### src/rtl/led_fade_sequencer.sv
// led_fade_sequencer: four-channel LED brightness fader.
// Switches are synchronised and debounced. Each channel ramps its level
// up or down one step per shared fade tick. A shared PWM counter turns
// the levels into LED drive.
module led_fade_sequencer #(
  parameter int PWM_BITS        = 8,
  parameter int STEP_DIV        = 256,
  parameter int DEBOUNCE_CYCLES = 16
) (
  input  logic                    CLK,
  input  logic                    RST_N,
  input  logic [3:0]              SW,
  output logic [3:0]              LED,
  output logic                    LED_USER,
  output logic [4*PWM_BITS-1:0]   BRIGHTNESS
);

  localparam int DIV_W = (STEP_DIV > 2) ? $clog2(STEP_DIV) : 1;
  localparam int DEB_W = (DEBOUNCE_CYCLES > 2) ? $clog2(DEBOUNCE_CYCLES) : 1;

  localparam logic [PWM_BITS-1:0] LVL_MAX  = {PWM_BITS{1'b1}};
  localparam logic [PWM_BITS-1:0] LVL_ZERO = {PWM_BITS{1'b0}};
  localparam logic [PWM_BITS-1:0] LVL_ONE  = PWM_BITS'(1);
  localparam logic [DIV_W-1:0]    DIV_LAST = DIV_W'(STEP_DIV - 1);
  localparam logic [DIV_W-1:0]    DIV_ONE  = DIV_W'(1);
  localparam logic [DEB_W-1:0]    DEB_LAST = DEB_W'(DEBOUNCE_CYCLES - 1);
  localparam logic [DEB_W-1:0]    DEB_ONE  = DEB_W'(1);

  typedef enum logic [1:0] {
    ST_OFF  = 2'd0,
    ST_UP   = 2'd1,
    ST_ON   = 2'd2,
    ST_DOWN = 2'd3
  } state_t;

  logic [3:0]                  sync1_q, sync2_q;
  logic [3:0]                  deb_q, deb_d;
  logic [3:0][DEB_W-1:0]       deb_cnt_q, deb_cnt_d;
  logic [DIV_W-1:0]            div_q, div_d;
  logic                        tick_s;
  state_t [3:0]                state_q, state_d;
  logic [3:0][PWM_BITS-1:0]    level_q, level_d;
  logic [PWM_BITS-1:0]         pwm_q, pwm_d;
  logic [3:0]                  led_q, led_d;
  logic                        led_user_q, led_user_d;

  // Two-flop synchroniser for the asynchronous switch pins.
  always_ff @(posedge CLK or negedge RST_N) begin
    if (!RST_N) begin
      sync1_q <= 4'b0000;
      sync2_q <= 4'b0000;
    end else begin
      sync1_q <= SW;
      sync2_q <= sync1_q;
    end
  end

  // Debounce: accept a change only after DEBOUNCE_CYCLES differing samples.
  always_comb begin
    deb_d     = deb_q;
    deb_cnt_d = deb_cnt_q;
    for (int i = 0; i < 4; i++) begin
      if (sync2_q[i] == deb_q[i]) begin
        deb_cnt_d[i] = {DEB_W{1'b0}};
      end else if (deb_cnt_q[i] == DEB_LAST) begin
        deb_d[i]     = ~deb_q[i];
        deb_cnt_d[i] = {DEB_W{1'b0}};
      end else begin
        deb_cnt_d[i] = deb_cnt_q[i] + DEB_ONE;
      end
    end
  end

  // Fade divider: one-cycle tick every STEP_DIV cycles, shared by all channels.
  always_comb begin
    tick_s = (div_q == DIV_LAST);
    if (tick_s) begin
      div_d = {DIV_W{1'b0}};
    end else begin
      div_d = div_q + DIV_ONE;
    end
  end

  // Channel FSMs: direction changes win over a coincident tick; levels saturate.
  always_comb begin
    state_d = state_q;
    level_d = level_q;
    for (int i = 0; i < 4; i++) begin
      case (state_q[i])
        ST_OFF: begin
          if (deb_q[i]) state_d[i] = ST_UP;
          else          state_d[i] = ST_OFF;
        end
        ST_UP: begin
          if (!deb_q[i]) begin
            state_d[i] = ST_DOWN;
          end else if (tick_s) begin
            if (level_q[i] >= (LVL_MAX - LVL_ONE)) begin
              level_d[i] = LVL_MAX;
              state_d[i] = ST_ON;
            end else begin
              level_d[i] = level_q[i] + LVL_ONE;
            end
          end else begin
            state_d[i] = ST_UP;
          end
        end
        ST_ON: begin
          if (!deb_q[i]) state_d[i] = ST_DOWN;
          else           state_d[i] = ST_ON;
        end
        ST_DOWN: begin
          if (deb_q[i]) begin
            state_d[i] = ST_UP;
          end else if (tick_s) begin
            if (level_q[i] <= LVL_ONE) begin
              level_d[i] = LVL_ZERO;
              state_d[i] = ST_OFF;
            end else begin
              level_d[i] = level_q[i] - LVL_ONE;
            end
          end else begin
            state_d[i] = ST_DOWN;
          end
        end
        default: begin
          state_d[i] = ST_OFF;
          level_d[i] = LVL_ZERO;
        end
      endcase
    end
  end

  // PWM compare and busy flag, both registered before driving the pins.
  always_comb begin
    pwm_d      = pwm_q + LVL_ONE;
    led_user_d = 1'b0;
    for (int i = 0; i < 4; i++) begin
      led_d[i] = (pwm_q < level_q[i]);
      if ((state_q[i] == ST_UP) || (state_q[i] == ST_DOWN)) led_user_d = 1'b1;
      else                                                   led_user_d = led_user_d;
    end
  end

  // State registers for debounce, divider, FSMs, levels, PWM and outputs.
  always_ff @(posedge CLK or negedge RST_N) begin
    if (!RST_N) begin
      deb_q      <= 4'b0000;
      deb_cnt_q  <= '0;
      div_q      <= {DIV_W{1'b0}};
      state_q    <= {4{ST_OFF}};
      level_q    <= '0;
      pwm_q      <= LVL_ZERO;
      led_q      <= 4'b0000;
      led_user_q <= 1'b0;
    end else begin
      deb_q      <= deb_d;
      deb_cnt_q  <= deb_cnt_d;
      div_q      <= div_d;
      state_q    <= state_d;
      level_q    <= level_d;
      pwm_q      <= pwm_d;
      led_q      <= led_d;
      led_user_q <= led_user_d;
    end
  end

  assign LED        = led_q;
  assign LED_USER   = led_user_q;
  assign BRIGHTNESS = level_q;

endmodule

### config.mk
export PLATFORM = sky130hd
export DESIGN_NAME = led_fade_sequencer
export DESIGN_NICKNAME = d
export VERILOG_FILES = /design/src/rtl/led_fade_sequencer.sv
export SDC_FILE = /design/constraint.sdc
export NUM_CORES = 1
export LEC_CHECK = 0
export CAP_MARGIN = 0
export CORE_MARGIN = 4
export CORE_UTILIZATION = 42
export DETAILED_ROUTE_END_ITERATION = 7
export PLACE_DENSITY = 0.61
export SLEW_MARGIN = 5
export SYNTH_ARGS = -nofsm -noshare
export SYNTH_HDL_FRONTEND = slang
export SYNTH_SLANG_ARGS = --single-unit
export TNS_END_PERCENT = 5
### constraint.sdc
create_clock -name CLK -period 4 [get_ports CLK]
set_input_delay 0.8 -clock CLK [delete_from_list [all_inputs] [get_ports CLK]]
set_output_delay 0.8 -clock CLK [all_outputs]
set_load 0.02 [all_outputs]
Yosys cells after proc, flatten, opt, wreduce, memory -nomap -nowiden
Cells that the tools add are included.
- add/subtract/negate cells: 14
- magnitude comparators: 12
- equal/unequal tests: 45
- mux-type cells: 77
- bitwise operators: 8
- reductions and logical operators: 24
- operator list (cell ; count):
    8-bit 2-to-1 mux ; 25
    8-bit case mux with 2 select lines ; 4
    8-bit by 1-bit adder with 8-bit output (second input constant) ; 6
    2-bit 2-to-1 mux ; 24
    8-bit greater-or-equal comparator (second input constant) ; 4
    8-bit by 1-bit <= comparator with 1-bit output (second input constant) ; 4
    8-bit < comparator ; 4
    4-bit 2-to-1 mux ; 8
    2-bit != test (second input constant) ; 16
    4-bit != test (second input constant) ; 8
    2-bit case mux with 4 select lines ; 4
    8-bit by 1-bit subtractor with 8-bit output (second input constant) ; 4
    5-bit AND reduction ; 4
    4-bit by 1-bit adder with 4-bit output (second input constant) ; 4
    2-bit equality test (second input constant) ; 8
    4-bit equality test (second input constant) ; 4
    2-bit AND reduction ; 8
    1-bit 2-to-1 mux ; 12
    2-bit by 1-bit equality test with 1-bit output (second input constant) ; 4
    8-bit equality test (second input constant) ; 1
    2-bit zero test ; 4
    1-bit NOT ; 8
    2-bit nonzero test ; 4
    1-bit equality test ; 4
    1-bit logical OR ; 4
- bits in registers: 89
- input port bits: 6
- output and inout port bits: 37
- logic and storage cells: 202

Depth between registers and ports, before layout
Gate-level depths: netlist of run 1.
- depth in word-level cells: 6
- gate-level depth with buffers: 9
- mapped depth without buffers: 7

Worst setup path before layout of run 1
OpenSTA, ideal clock, no wires.
- kind: flip-flop to flip-flop
- start point: reg level_q, in the netlist BRIGHTNESS[27]
- end point: reg level_q, in the netlist BRIGHTNESS[31]
- library setup time: 0.126 ns
- arrival time: 1.984 ns
- required time: 3.874 ns
- slack: 1.890 ns
- cell stages (with the launch flop): 7
- path buffers: 2
- clock period less this slack: 2.110 ns
- path through: dfrtp_1 > buf_6 > or4_4 > o41ai_4 > buf_6 > o21ai_2 > a221o_1
- cells in the longest elaborated chain, start to end: 5
- elaborated cells on any way between the ends: 11
- those cells by class: add/sub: 2; order compare: 2; mux: 7
- RTL lines (element ; RTL line ; source):
    start: declaration ; 42 ; logic [3:0][PWM_BITS-1:0] level_q, level_d;
    start signal: assignment ; 161 ; level_q <= level_d;
    8-bit by 1-bit subtractor with 8-bit output, or another cell as far along ; 120 ; level_d[i] = level_q[i] - LVL_ONE;
    8-bit 2-to-1 mux (on tied branches) ; 116, 98 ;
    8-bit 2-to-1 mux (on tied branches) ; 115, 97 ;
    8-bit 2-to-1 mux (on tied branches) ; 113, 95 ;
    8-bit case mux with 2 select lines (*) ; 89 ; case (state_q[i])
Every way passes the cells marked *; elsewhere a longest branch is shown, timed or not. The select of a mux whose other input is x is not followed.
A chain may end at the register's enable or synchronous reset.

Worst setup path in the final report of run 1
- start point: reg level_q, in the netlist BRIGHTNESS[26]
- end point: reg level_q, in the netlist BRIGHTNESS[27]
The elaborated chain is that of the path after synthesis.

==> impl_metrics.json, run 1 <==
{
  "synthArstFlopShare_pct": 100.0,
  "critPathKind": "reg2reg",
  "min_path_type": "reg2reg",
  "htreeDepth": 3,
  "dieHeight_um": 125.2,
  "end_kind": "flip-flop",
  "initial_core_util_pct": 43.25,
  "finalNonFillerCells": 841,
  "drive_gt1_share_pct": 6.015,
  "nets": 716,
  "cp.required_ns": 4.24,
  "first_iter_violations": 462,
  "finalSetupTns_ns": 0,
  "finalPower_mw": 1.785,
  "n_antenna_cell": 0,
  "die_w_um": 125.2,
  "design.core.area_um2": 13350,
  "synth_edf_count": 0,
  "grt-ovfl-total": 0,
  "cts_buffer_depth": 2,
  "wl_um": 14060,
  "fin_crit_ns": 2.480,
  "first_global_vias": 4752,
  "crit_arrival_ns": 2.72,
  "cts_buffers": 9,
  "switching_share_pct": 23.88,
  "syn_nets": 693,
  "worst_clock_skew_ns": 0.008137,
  "synth-seq-area-share_pct": 38.58,
  "synth-compound-area-share_pct": 22.00,
  "yosysWarningCount": 0,
  "synth_top_family_by_area": "compound AO/OA/AOI/OAI gates",
  "grt_setup_unrepaired": "false",
  "worst_slack_ns": 1.520,
  "insertion_delay_ns": 0.35,
  "finish.utilization_pct": 49.18,
  "comb_power_share_pct": 2.7,
  "netlist_instances": 637,
  "dieArea_um2": 15690,
  "cts_repair_resize_count": 0,
  "synthMuxAreaShare_pct": 1.322,
  "yosys_register_bits": 89,
  "io_pins": 43,
  "clkTransAtPathRegs_ns": 0.07,
  "p_switching_uw": 426.4,
  "slew_headroom_pct": 47.36,
  "slew_viol_final": 0,
  "drc": 0,
  "min_period_over_period_pct": 62.00,
  "avgSynthCellArea_um2": 9.063,
  "ctsHoldBuffers": 0,
  "critical_path.max_fanout": 14,
  "start_kind": "flip-flop",
  "cts_tree": "yes",
  "place_inst": 825,
  "leakagePower_nw": 2.704,
  "setup_viol_count_final": 0,
  "synth_cell_types": 64,
  "syn-cell-area_um2": 5773,
  "p_per_area_nw_per_um2": 271.9,
  "drtPass1Iterations": 5,
  "grt_pass1_wl_um": 23870,
  "clock_power_share_pct": 45.5,
  "portBuffers": 42,
  "post-place-ws_ns": 1.541,
  "tightestPinTransition_ns": 0.7811,
  "clock_sinks": 89,
  "place_hpwl_um": 9997,
  "holdWs_ns": 0.3487,
  "synthSimpleGateAreaFrac_pct": 17.99,
  "hold_viol": 0,
  "row_count": 42,
  "outcome": "complete, no violations",
  "grt.total_usage_pct": 18.30,
  "ant_nets": 0,
  "seq_power_share_pct": 51.8,
  "post-cts-setup-buffers": 0,
  "finish.instance_area_um2": 6565,
  "via_count": 5036,
  "internal_power_mw": 1.359,
  "wire_per_inst_um": 16.72,
  "fmax_mhz": 403.2,
  "antenna_found_initial": 0,
  "dpl-instance-area_um2": 6287,
  "vias_per_cell": 5.988,
  "cts_root_buffer": "clkbuf_16",
  "grt_max_degree": 42,
  "irDropWorstVdd_mv": 0.1541,
  "synth_xor_area_share_pct": 3.945,
  "gp_congestion": 0.9190,
  "synthFlopType": "dfrtp_1",
  "synth_fa_ha_area_share_pct": 10.84,
  "syn2layout_area_growth_pct": 13.72,
  "drv_cap": 0
}
routing by layer:
layer	global-route usage (%)	vias up	share of wire [%]
met3	2.687	29	4.5
met5	0	-	0
li1	-	2389	-
met4	7.526	0	2.0
met2	28.82	161	46
met1	25.39	2457	48
synthesized netlist by cell type (all sizes together) (6+ instances only):
library cell / n / area, um^2
dfrtp: 89 / 2227
a21oi: 52 / 260.3
ha: 50 / 625.6
o21ai: 50 / 254.0
nor2: 43 / 161.4
inv: 41 / 153.9
nand2: 29 / 108.9
nand3: 29 / 145.1
clkbuf: 22 / 82.58
nor3: 18 / 90.09
xnor2: 17 / 148.9
a31oi: 15 / 93.84
and3: 12 / 75.07
buf: 12 / 71.31
nand4: 12 / 75.07
a21o: 10 / 75.07
xor2: 9 / 78.83
o22ai: 8 / 50.05
o31ai: 8 / 73.82
a211oi: 7 / 52.55
o2111ai: 7 / 61.31
o211ai: 7 / 52.55
or2: 7 / 43.80
and2: 6 / 37.54
nand2b: 6 / 37.54
registers in the layout (all words and copies together) (netlist names):
name        flops
BRIGHTNESS     32
LED             4
LED_USER        1
deb_cnt_q      16
deb_q           4
div_q           8
pwm_q           8
state_q         8
sync1_q         4
sync2_q         4
cell usage in the layout (no fill, tap or decap), types with 15 or more instances in the layout:
master           netlist  layout
nor2_1                43      43
ha_1                  50      50
dfrtp_1               89      89
nor3_1                18      18
nand2_1               29      29
a31oi_1               15      15
inv_1                 41      41
clkdlybuf4s50_1        0      41
xnor2_1               17      17
a21oi_1               52      52
nand3_1               29      29
o21ai_0               47      47
power by group through the flow:
stage                     Clock (mW)  Sequential, mW  Combinational (mW)
after global routing           0.876           0.927              0.0578
after detailed placement           0           0.942              0.0499
final                          0.812           0.925              0.0477
after global placement             0           0.941              0.0482
after floorplan                    0           0.940              0.0208
after CTS                      0.824           0.925              0.0503
worst paths after layout:
check,start,slack [ns],end,cells past startpoint
setup / recovery,BRIGHTNESS[26],1.52,BRIGHTNESS[27],4
hold reg to reg,sync1_q[0],0.35,sync2_q[0],0
setup reg to reg,BRIGHTNESS[26],1.52,BRIGHTNESS[27],4
min in group asynchronous,RST_N,0.43,BRIGHTNESS[15],1
max in group asynchronous,RST_N,2.83,sync2_q[1],2
hold / removal,sync1_q[0],0.35,sync2_q[0],0
cell families (layout without fill, tap and decap cells):
| family | count (synthesis) | in the layout |
|---|---|---|
| AOI/OAI and AO/OA | 194 | 194 |
| xor gates and xnor gates | 26 | 26 |
| adders and majority gates | 50 | 50 |
| buffers and inverters | 75 | 103 |
| DFF | 89 | 89 |
| muxes | 7 | 7 |
| and+or+nand+nor | 196 | 196 |
worst max-delay path: stages, from the launching register on:
cell,delay [ns]
dfrtp_1,0.53
or4_4,0.60
o41ai_4,0.67
nor4_1,0.18
a221o_1,0.38
area by class of cell:
class / instances / area [um^2]
Fill cell: 1272 / 6783
Multi-Input combinational cell: 473 / 3238
Timing Repair Buffer: 46 / 447.9
Inverter: 41 / 153.9
Clock buffer: 9 / 225.2
Clock inverter: 7 / 52.55
Tap cell: 176 / 220.2
Sequential cell: 89 / 2227
(Power assumes the default switching activity.)
==> run 2: changes to the inputs <==
- PLACE_DENSITY: 0.61 -> 0.64
- clock period: 4 -> 2.1 ns (I/O delays scaled with it)
==> run 2 against run 1 <==
Sequential share of layout area is 1.8 points lower. Routed wire length is 2.9% higher. First-iteration DRC count is 11% lower. Critical path depth is 3 lower. Cell area is 5.7% higher. Utilization is 2.8 points higher. Setup slack worse by 1.4 ns. Register-to-register slack worse by 1.4 ns. Clock skew is 0.0041 ns lower. Clock-buffer cell count is 2 higher. Power is 90% higher. Worst hold slack better by 0.0010 ns.
==> impl_metrics.json, run 2 (synthesis results as in run 1) <==
{
  "outcome": "complete, no violations",
  "finalNonFillerCells": 888,
  "min_path_type": "reg2reg",
  "grt_max_degree": 59,
  "cts_buffer_depth": 2,
  "fillCellCount": 1225,
  "die_w_um": 125.2,
  "fmax_mhz": 499.3,
  "first_global_vias": 5006,
  "max_stage_delay_ns": 0.68,
  "place_hpwl_um": 10680,
  "drive_gt1_share_pct": 12.08,
  "clkTransAtPathRegs_ns": 0.06,
  "hold_viol": 0,
  "end_kind": "output port",
  "drtPass1Iterations": 5,
  "cts_root_buffer": "clkbuf_16",
  "r2r.worst_path.cells": 5,
  "design.core.area_um2": 13350,
  "critPathKind": "reg2out",
  "critical_path.max_fanout": 10,
  "start_kind": "flip-flop",
  "final_common_cell": "dfrtp_1",
  "slowest_stage": "clkdlybuf4s50_1",
  "n_antenna_cell": 0,
  "gp_congestion": 0.9110,
  "dieHeight_um": 125.2,
  "hold_path_end": "sync2_q[2]",
  "worst_slack_ns": 0.09736,
  "finish.utilization_pct": 52.01,
  "tightestPinTransition_ns": 0.4762,
  "antenna_found_initial": 0,
  "largest_reg_flops": 32,
  "nets": 763,
  "fin_crit_ns": 2.003,
  "hp-start": "sync1_q[2]",
  "r2r_end": "BRIGHTNESS[31]",
  "wire_per_inst_um": 16.30,
  "path_buf_inv": 1,
  "grt_setup_unrepaired": "false",
  "cp_top_family": "buffers and inverters",
  "first_iter_violations": 413,
  "grt_pass1_wl_um": 24930,
  "ant_nets": 0,
  "hold_depth": 0,
  "wl_um": 14480,
  "grt.total_usage_pct": 19.08,
  "min_period_over_period_pct": 95.36,
  "syn2layout_area_growth_pct": 20.24,
  "post-place-ws_ns": 0.09288,
  "htreeDepth": 3,
  "crit_arrival_ns": 1.58,
  "holdWs_ns": 0.3497,
  "irDropWorstVdd_mv": 0.3655,
  "leakagePower_nw": 2.945,
  "initial_core_util_pct": 43.25,
  "via_count": 5169,
  "crit-reg2reg-launch": "BRIGHTNESS[29]",
  "grt-ovfl-total": 0,
  "drv_cap": 0,
  "setup_viol_count_final": 0,
  "p_per_area_nw_per_um2": 489.3,
  "clock_sinks": 89,
  "cts_buffers": 9,
  "dieArea_um2": 15690,
  "final_cell_mix": "88 x dfrtp_1, 52 x a21oi_1, 50 x ha_1, 49 x buf_4, 47 x o21ai_0",
  "finalSetupTns_ns": 0,
  "io_pins": 43,
  "insertion_delay_ns": 0.35,
  "portBuffers": 42,
  "row_count": 42,
  "vias_per_cell": 5.821,
  "cp.required_ns": 1.68,
  "worst_clock_skew_ns": 0.004011,
  "place_inst": 871,
  "slew_headroom_pct": 67.96,
  "drc": 0,
  "slew_viol_final": 0,
  "cp_cell_sequence": "clkdlybuf4s50_1",
  "cts_tree": "yes",
  "rrSetupSlack_ns": 0.1
}
-- run 2: cell type report --
type	instances	area (um^2)	share of cell area (%)
multi-input combinational	473	3238	46.65
sequential	89	2228	32.10
timing repair buffer	93	819.5	11.81
clock buffer	11	242.7	3.497
inverter	41	153.9	2.217
tap	176	220.2	3.172
clock inverter	5	38.79	0.5588
-- run 2: metrics by stage --
stage	area, um^2	power [mW]
global route	6942	3.546
finish	6942	3.396
detailed placement	6646	1.895
floorplan	5774	1.830
CTS	6938	3.446
global placement	6646	1.888
-- run 2: where the power goes --
group / leakage (nW) / internal [mW] / switching, mW
registers: 1.14 / 1.74 / 0.0234
logic: 1.67 / 0.0394 / 0.0570
clock network: 0.137 / 0.843 / 0.692
-- run 2: how the worst max path moves through the flow --
| stage | start | to | slack (ns) | depth (start not counted) |
|---|---|---|---|---|
| after CTS | BRIGHTNESS[31] | BRIGHTNESS[31] | 0.08 | 1 |
| after global placement | BRIGHTNESS[29] | BRIGHTNESS[31] | 0.12 | 5 |
| after global routing | div_q[0] | BRIGHTNESS[13] | 0.01 | 8 |
| after detailed placement | BRIGHTNESS[29] | BRIGHTNESS[31] | 0.09 | 5 |
| after floorplan | BRIGHTNESS[27] | BRIGHTNESS[31] | 0.01 | 6 |
| final | BRIGHTNESS[5] | BRIGHTNESS[5] | 0.1 | 1 |
-- run 2: repair_timing --
item | 4_1_cts | 5_1_grt
hold buffers | 1 | 0
gates resized for setup | 0 | 1
hold endpoints to repair | 9 | 0
endpoints found under the setup margin | 0 | 1
buffers inserted | 0 | 0
-- run 2: per-layer routing --
| layer | share of wire [%] | vias to the layer above | GRT usage (%) | wire length [um] |
|---|---|---|---|---|
| li1 | - | 2485 | - | - |
| met1 | 45 | 2504 | 26.19 | 6554 |
| met2 | 48 | 156 | 30.28 | 6885 |
| met3 | 4.6 | 24 | 2.687 | 667 |
| met4 | 2.5 | 0 | 8.227 | 369 |
| met5 | 0 | - | 0 | 0 |
